`config.mk`:
```
export PLATFORM = sky130hd
export DESIGN_NAME = answer_judge
export DESIGN_NICKNAME = d
export VERILOG_FILES = /design/src/rtl/answer_judge.sv
export SDC_FILE = /design/constraint.sdc
export NUM_CORES = 1
export LEC_CHECK = 0
export ABC_AREA = 0
export CORE_MARGIN = 2
export CORE_UTILIZATION = 45
export CTS_CLUSTER_SIZE = 10
export DETAILED_ROUTE_END_ITERATION = 12
export PLACE_DENSITY = 0.76
export SYNTH_ARGS = -nofsm -noshare
export SYNTH_HDL_FRONTEND = slang
export SYNTH_SLANG_ARGS = --single-unit
```
`constraint.sdc`:
```
create_clock -name CLK -period 4.7 [get_ports CLK]
set_clock_uncertainty 0.15 [all_clocks]
set_input_delay 1.175 -clock CLK [delete_from_list [all_inputs] [get_ports CLK]]
set_output_delay 1.175 -clock CLK [all_outputs]
set_load 0.03 [all_outputs]
```
`src/rtl/answer_judge.sv`:
```
// Multiplies the latched factor answer and compares the product with the BCD question.
// Optional macro PRIME_CHECK_EN: GOOD also requires every factor to be prime.
module answer_judge #(
  parameter logic [3:0] ST_INPUT = 4'b0100,
  parameter int         W_PROD   = 10,
  parameter logic [1:0] RES_GOOD = 2'b01,
  parameter logic [1:0] RES_OUCH = 2'b10
) (
  input  logic              CLK,
  input  logic              RST,
  input  logic [3:0]        STATE,
  input  logic              DEC,
  input  logic              QUE_OK,
  input  logic [11:0]       QUESTION_BCD,
  input  logic [3:0]        COUNT1_OUT,
  input  logic [3:0]        COUNT2_OUT,
  input  logic [3:0]        COUNT3_OUT,
  output logic              BUSY,
  output logic              DONE,
  output logic [1:0]        RESULT,
  output logic [W_PROD-1:0] PRODUCT
);

  typedef enum logic [2:0] {
    S_IDLE, S_CAPT, S_CONV, S_MUL1, S_MUL2, S_CMP, S_HOLD
  } st_t;

  st_t         st;
  logic        dec_q;
  logic [3:0]  a, b, c, cnt;
  logic [11:0] qbcd, q, p, r;
  logic        bad;

  logic        dec_rise, start, abort;
  logic [3:0]  digit;
  logic [11:0] q_nxt;
  logic        nz_ok, prime_ok, good;

  function automatic logic is_prime(input logic [3:0] x);
    return (x == 4'd2) || (x == 4'd3) || (x == 4'd5) || (x == 4'd7);
  endfunction

  assign dec_rise = DEC && !dec_q;
  assign start    = dec_rise && (STATE == ST_INPUT) && QUE_OK;
  assign abort    = (STATE == 4'b0110) || (STATE == 4'b1000) ||
                    (STATE == 4'b1001) || (STATE == 4'b1010) ||
                    (STATE == 4'b1011);

  always_comb begin
    digit = qbcd[3:0];
    unique case (1'b1)
      (cnt == 4'd0): digit = qbcd[11:8];
      (cnt == 4'd1): digit = qbcd[7:4];
      default:       digit = qbcd[3:0];
    endcase
  end

  // x*10 as (x<<3)+(x<<1); first digit loads directly
  assign q_nxt = (cnt == 4'd0) ? {8'd0, digit}
                               : (q << 3) + (q << 1) + {8'd0, digit};

  assign nz_ok = (a != 4'd0) && (b != 4'd0) && (c != 4'd0);
`ifdef PRIME_CHECK_EN
  assign prime_ok = is_prime(a) && is_prime(b) && is_prime(c);
`else
  assign prime_ok = 1'b1;
`endif
  assign good = (r == q) && !bad && nz_ok && prime_ok;

  always_ff @(posedge CLK) begin
    if (!RST) begin
      st      <= S_IDLE;
      dec_q   <= 1'b0;
      BUSY    <= 1'b0;
      DONE    <= 1'b0;
      RESULT  <= 2'b00;
      PRODUCT <= '0;
      a       <= '0;
      b       <= '0;
      c       <= '0;
      cnt     <= '0;
      qbcd    <= '0;
      q       <= '0;
      p       <= '0;
      r       <= '0;
      bad     <= 1'b0;
    end else begin
      dec_q <= DEC;
      DONE  <= 1'b0;
      if (abort) begin
        st     <= S_IDLE;
        RESULT <= 2'b00;
        BUSY   <= 1'b0;
      end else begin
        unique case (st)
          S_IDLE, S_HOLD: begin
            if (start) begin
              st   <= S_CAPT;
              BUSY <= 1'b1;
            end
          end
          S_CAPT: begin
            a      <= COUNT1_OUT;
            b      <= COUNT2_OUT;
            c      <= COUNT3_OUT;
            qbcd   <= QUESTION_BCD;
            RESULT <= 2'b00;
            bad    <= (COUNT1_OUT > 4'd9) || (COUNT2_OUT > 4'd9) ||
                      (COUNT3_OUT > 4'd9);
            cnt    <= '0;
            st     <= S_CONV;
          end
          S_CONV: begin
            q <= q_nxt;
            if (digit > 4'd9) bad <= 1'b1;
            if (cnt == 4'd2) begin
              cnt <= '0;
              st  <= S_MUL1;
            end else begin
              cnt <= cnt + 4'd1;
            end
          end
          S_MUL1: begin
            p <= (cnt == 4'd0) ? 12'd0 : p + {8'd0, a};
            if (cnt == b) begin
              cnt <= '0;
              st  <= S_MUL2;
            end else begin
              cnt <= cnt + 4'd1;
            end
          end
          S_MUL2: begin
            r <= (cnt == 4'd0) ? 12'd0 : r + p;
            if (cnt == c) begin
              cnt <= '0;
              st  <= S_CMP;
            end else begin
              cnt <= cnt + 4'd1;
            end
          end
          S_CMP: begin
            PRODUCT <= r[W_PROD-1:0];
            RESULT  <= good ? RES_GOOD : RES_OUCH;
            DONE    <= 1'b1;
            BUSY    <= 1'b0;
            st      <= S_HOLD;
          end
          default: st <= S_IDLE;
        endcase
      end
    end
  end

endmodule

```
After elaboration in Yosys (flattened, before gate mapping)
Index checks and enable logic that the tools add are counted.

Flip-flop bits (word level): 83. Bits of input ports: 32. Output and inout bits: 14. Logic and storage cells: 103.

Add/sub/neg operators: 5. $lt $le $gt $ge: 4. Eq/ne operators: 22. Muxes and demuxes: 20. Bitwise logic cells: 2. Reduce and logical (&&, ||, !) cells: 35.

Operators by type and width (number): $mux W12 (3); $add A12 B12 Y12 (2); $add A12 B4 Y12 (2); $pmux W3 S6 (1); $eq A4 B4 Y1 const B (4); $gt A4 B4 Y1 const B (4); $pmux W4 S4 (1); $reduce_bool A4 Y1 (4); $reduce_and A2 Y1 (7); $eq A12 B12 Y1 (1); $mux W3 (4); $mux W4 (3); $ne A2 B2 Y1 const B (5); $eq A3 B3 Y1 const B (3); $eq A4 B3 Y1 const B (2); $eq A4 B4 Y1 (2); $pmux W4 S2 (1); $logic_and A1 B1 Y1 (7); $eq A3 B2 Y1 const B (2); $logic_or A1 B1 Y1 (6); $reduce_bool A2 Y1 (3); $add A4 B1 Y4 const B (1); $eq A4 B1 Y1 const B (1); $eq A4 B2 Y1 const B (1); other kinds (12) (18).

Depth between registers and ports, before layout
Depth in word-level cells: 7. Mapped depth: 15. Mapped depth without buffers: 14.

Least setup slack after synthesis
OpenSTA, ideal clock, no wires.

Path type: register to register. Start: register cnt[0]. End: register q[10]. Library setup time: 0.122 ns. Arrival time: 3.473 ns. Data required time: 4.428 ns. Path slack: 0.956 ns. Stages on the path, launching flop included: 16. Path buffers: 1. Clock period less this slack: 3.744 ns. Cells stage by stage: dfxtp_1 -> inv_1 -> ha_1 -> and2_1 -> clkbuf_1 -> a221o_1 -> ha_1 -> ha_1 -> fa_1 -> a21o_1 -> a21o_1 -> a21o_1 -> a211o_1 -> a31oi_1 -> xor2_1 -> o21ai_0.

Longest elaborated chain between the ends: 4. Elaborated cells on any way between the ends: 5. Classes of those cells: add/sub: 1; eq/ne: 1; mux: 2; reduce/logical: 1.

Ends and longest elaborated chain: from (decl) (RTL line 30) `logic [3:0] a, b, c, cnt;`; from (signal assigned) (RTL line 120) `cnt <= cnt + 4'd1;`; from (signal assigned) (RTL line 129) `cnt <= cnt + 4'd1;`; from (signal assigned) (RTL line 138) `cnt <= cnt + 4'd1;`; $eq A4 B1 Y1 or $logic_not A4 Y1 (tied branches) (RTL line 53, 52, 59); $pmux W4 S2 (RTL line 51) `unique case (1'b1)`; $add A12 B4 Y12 (RTL line 60) `: (q << 3) + (q << 1) + {8'd0, digit};`; $mux W12 (*) (RTL line 59) `assign q_nxt = (cnt == 4'd0) ? {8'd0, digit}`; to (signal assigned) (RTL line 114) `q <= q_nxt;`; to (decl) (RTL line 31) `logic [11:0] qbcd, q, p, r;`.

Every way passes the cells marked *; elsewhere a longest branch is shown, timed or not. A chain may end at the register's enable or synchronous reset.

Worst setup path after layout
Ends and elaborated chain as after synthesis.

==> impl_metrics.tcl <==
set metrics [dict create \
    drt_iter0_drc 178 \
    dieArea_mm2 0.01116 \
    hold_violations 0 \
    drive_above_1_share_pct 5.093 \
    power_leakage_nw 2.381 \
    overflow 0 \
    numPortBuffers 45 \
    finalSetupTns_ns 0 \
    slew_viol_final 0 \
    register_area_mm2 0.001662 \
    synth_top_family_by_area "simple AND/OR/NAND/NOR gates" \
    multi_input_area_mm2 0.002858 \
    async_reset_ff_share_pct 0 \
    layout_common_cells "83 x dfxtp_1, 71 x nand2_1, 60 x a21oi_1" \
    grt_util_all_layers_pct 20.53 \
    clk_pin_slew_ns 0.08 \
    finalSetupViolations 0 \
    wl_um 10950 \
    start_util_pct 45.66 \
    ys_ff_latch 83 \
    seq_area_frac_synth_pct 35.73 \
    grt_pass1_wl_um 18490 \
    fmax_mhz 238.3 \
    post_cts.repair.setup_buffers 0 \
    cts_resized 0 \
    worst-path-max-fanout 17 \
    max_stage_delay_ns 0.50 \
    holdWs_ns 0.3118 \
    wl_per_cell_um 15.10 \
    netlist_instances 546 \
    top_usage_layer "met2" \
    antenna_found_initial 0 \
    met3_usage_pct 4.824 \
    yosys_warnings 0 \
    synthSimpleGateAreaFrac_pct 19.67 \
    tightest_slew_ns 0.6989 \
    rsz0062_at_grt "no" \
    fin_crit_ns 4.196 \
    p_per_area_mw_per_mm2 254.5 \
    worstPathCellList "inv_1 -> ha_1 -> and2_1 -> a221o_1 -> ha_1 -> ha_1 -> fa_1 -> a21o_1 -> a21o_1 -> a21o_1 -> a211o_1 -> a31oi_1 -> xor2_1 -> o21ai_0" \
    worstSetupPathType "reg2reg" \
    ir_drop_mv 0.1640 \
    max-cap-violations 0 \
    diodes 0 \
    rows 37 \
    coreArea_mm2 0.01018 \
    status "finished clean" \
    num-fill-cells 943 \
    die_height_um 105.7 \
    nNetsFinal 657 \
    synthesis.area_mm2 0.004651 \
    crit_required_ns 4.80 \
    critPathLaunchType "register" \
    mostFrequentLayoutCell "dfxtp_1" \
    arrival_ns 4.30 \
    cts_buffers 9 \
    firstDrtPassIters 4 \
    via_per_inst 5.611 \
    syn_area_per_cell_um2 8.518 \
    gp_congestion 0.8551 \
    clock_sinks 83 \
    synth_compound_area_share_pct 18.78 \
    grt_use_met2_pct 34.84 \
    design_area_mm2 0.005454 \
    dp_hpwl_um 8072 \
    synth_cell_types 53 \
    end_kind "register" \
    num_vias 4068 \
    tritoncts "built" \
    syn-num-nets 619 \
    synth-edff-count 0 \
    io_pins 46 \
    hold_buffers 0 \
    hold_path.class "reg2reg" \
    synth_fa_ha_area_share_pct 11.51 \
    place_area_mm2 0.005204 \
    route.detailed.drc 0 \
    cts_max_level 3 \
    drtAntennaViolNets 0 \
    worst_slew_margin_rel_pct 53.29 \
    slowest_stage "dfxtp_1" \
    synth_mux_area_share_pct 3.013 \
    met1_usage_pct 25.11 \
    syn_to_final_growth_pct 17.27 \
    grt_pass1_vias 3985 \
    ys.flop_type "dfxtp_1" \
    cts-root-buf "clkbuf_8" \
    fin_crit_sh_pct 89.27 \
    fp.dieW_um 105.7 \
    cts_buffer_depth 2 \
    grt_max_degree 50 \
    clk_latency_ns 0.37 \
    synth-xor-area-share_pct 8.475 \
]
## worst max-delay path, delay by kind of cell (launching register included)
| kind | cells | cell delay (ns) |
|---|---|---|
| adder cells (fa/ha/maj) | 4 | 1.17 |
| AND/OR/NAND/NOR | 1 | 0.36 |
| flip-flops | 1 | 0.50 |
| XOR/XNOR | 1 | 0.15 |
| AO/OA/AOI/OAI | 7 | 1.62 |
| buffers and inverters | 1 | 0.14 |
## sequential cells by signal (all words and copies together) (netlist names), 2 cells and up
| register | cells |
|---|---|
| cnt | 4 |
| RESULT | 2 |
| PRODUCT | 10 |
| st | 3 |
| p | 12 |
| c | 4 |
| a | 4 |
| b | 4 |
| q | 12 |
| r | 12 |
| qbcd | 12 |
## final cells by class
cell class | count | share of cell area, %
clock buffer | 10 | 2.524
sequential | 83 | 30.47
inverter | 7 | 0.4818
timing repair buffer | 50 | 8.947
tap | 136 | 3.120
multi-input combinational | 433 | 52.40
clock inverter | 6 | 2.065
## Yosys cell counts (5+ instances only)
cell type | instances | area share, %
a21o_1 | 14 | 2.3
o21ai_0 | 22 | 2.4
xor2_1 | 29 | 5.5
nand3_1 | 13 | 1.4
a31oi_1 | 5 | 0.67
nor2_1 | 54 | 4.4
dfxtp_1 | 83 | 36
inv_1 | 7 | 0.57
xnor2_1 | 16 | 3.0
nor4_1 | 9 | 1.2
clkbuf_1 | 18 | 1.5
mux2i_1 | 14 | 3.0
ha_1 | 38 | 10
a211oi_1 | 6 | 0.97
a21oi_1 | 60 | 6.5
nor3_1 | 12 | 1.3
nand2_1 | 71 | 5.7
## cells by family (layout without fill, tap and decap cells)
| group | Yosys count | in the layout |
|---|---|---|
| xor+xnor | 45 | 45 |
| flops | 83 | 83 |
| mux | 14 | 14 |
| buf+inv | 30 | 73 |
| simple gates | 195 | 195 |
| fa+ha+maj | 41 | 41 |
| compound gates | 138 | 138 |
## stage by stage
step | setup WS [ns] | std cells | power (mW) | util, %
after detailed placement | 0.5363 | 709 | 0.7727 | 51.09
final | 0.5042 | 725 | 1.388 | 53.55
after CTS | 0.5149 | 725 | 1.401 | 53.55
after floorplan | 0.9556 | 546 | 0.7389 | -
after global placement | 0.6987 | 709 | 0.7719 | 51.09
after global routing | 0.3083 | 725 | 1.441 | 53.55
## metal layers
layer | share of wire, % | vias to the layer above
met3 | 4.5 | 25
li1 | - | 2020
met4 | 2.4 | 0
met5 | 0 | -
met2 | 48 | 102
met1 | 45 | 1921
## path summary, 6_finish.rpt
check,startpoint,to,slack (ns),cells after the start
setup / recovery,cnt[0],q[10],0.50,14
hold / removal,qbcd[5],qbcd[5],0.31,2
setup reg to reg,cnt[0],q[10],0.50,14
hold reg to reg,qbcd[5],qbcd[5],0.31,2
## report_power, final
part	switching, mW	total (mW)	internal [mW]
registers	0.000823	0.704	0.704
logic	0.0242	0.0520	0.0278
clock network	0.265	0.632	0.367
Power figures use the tool's default switching activity.
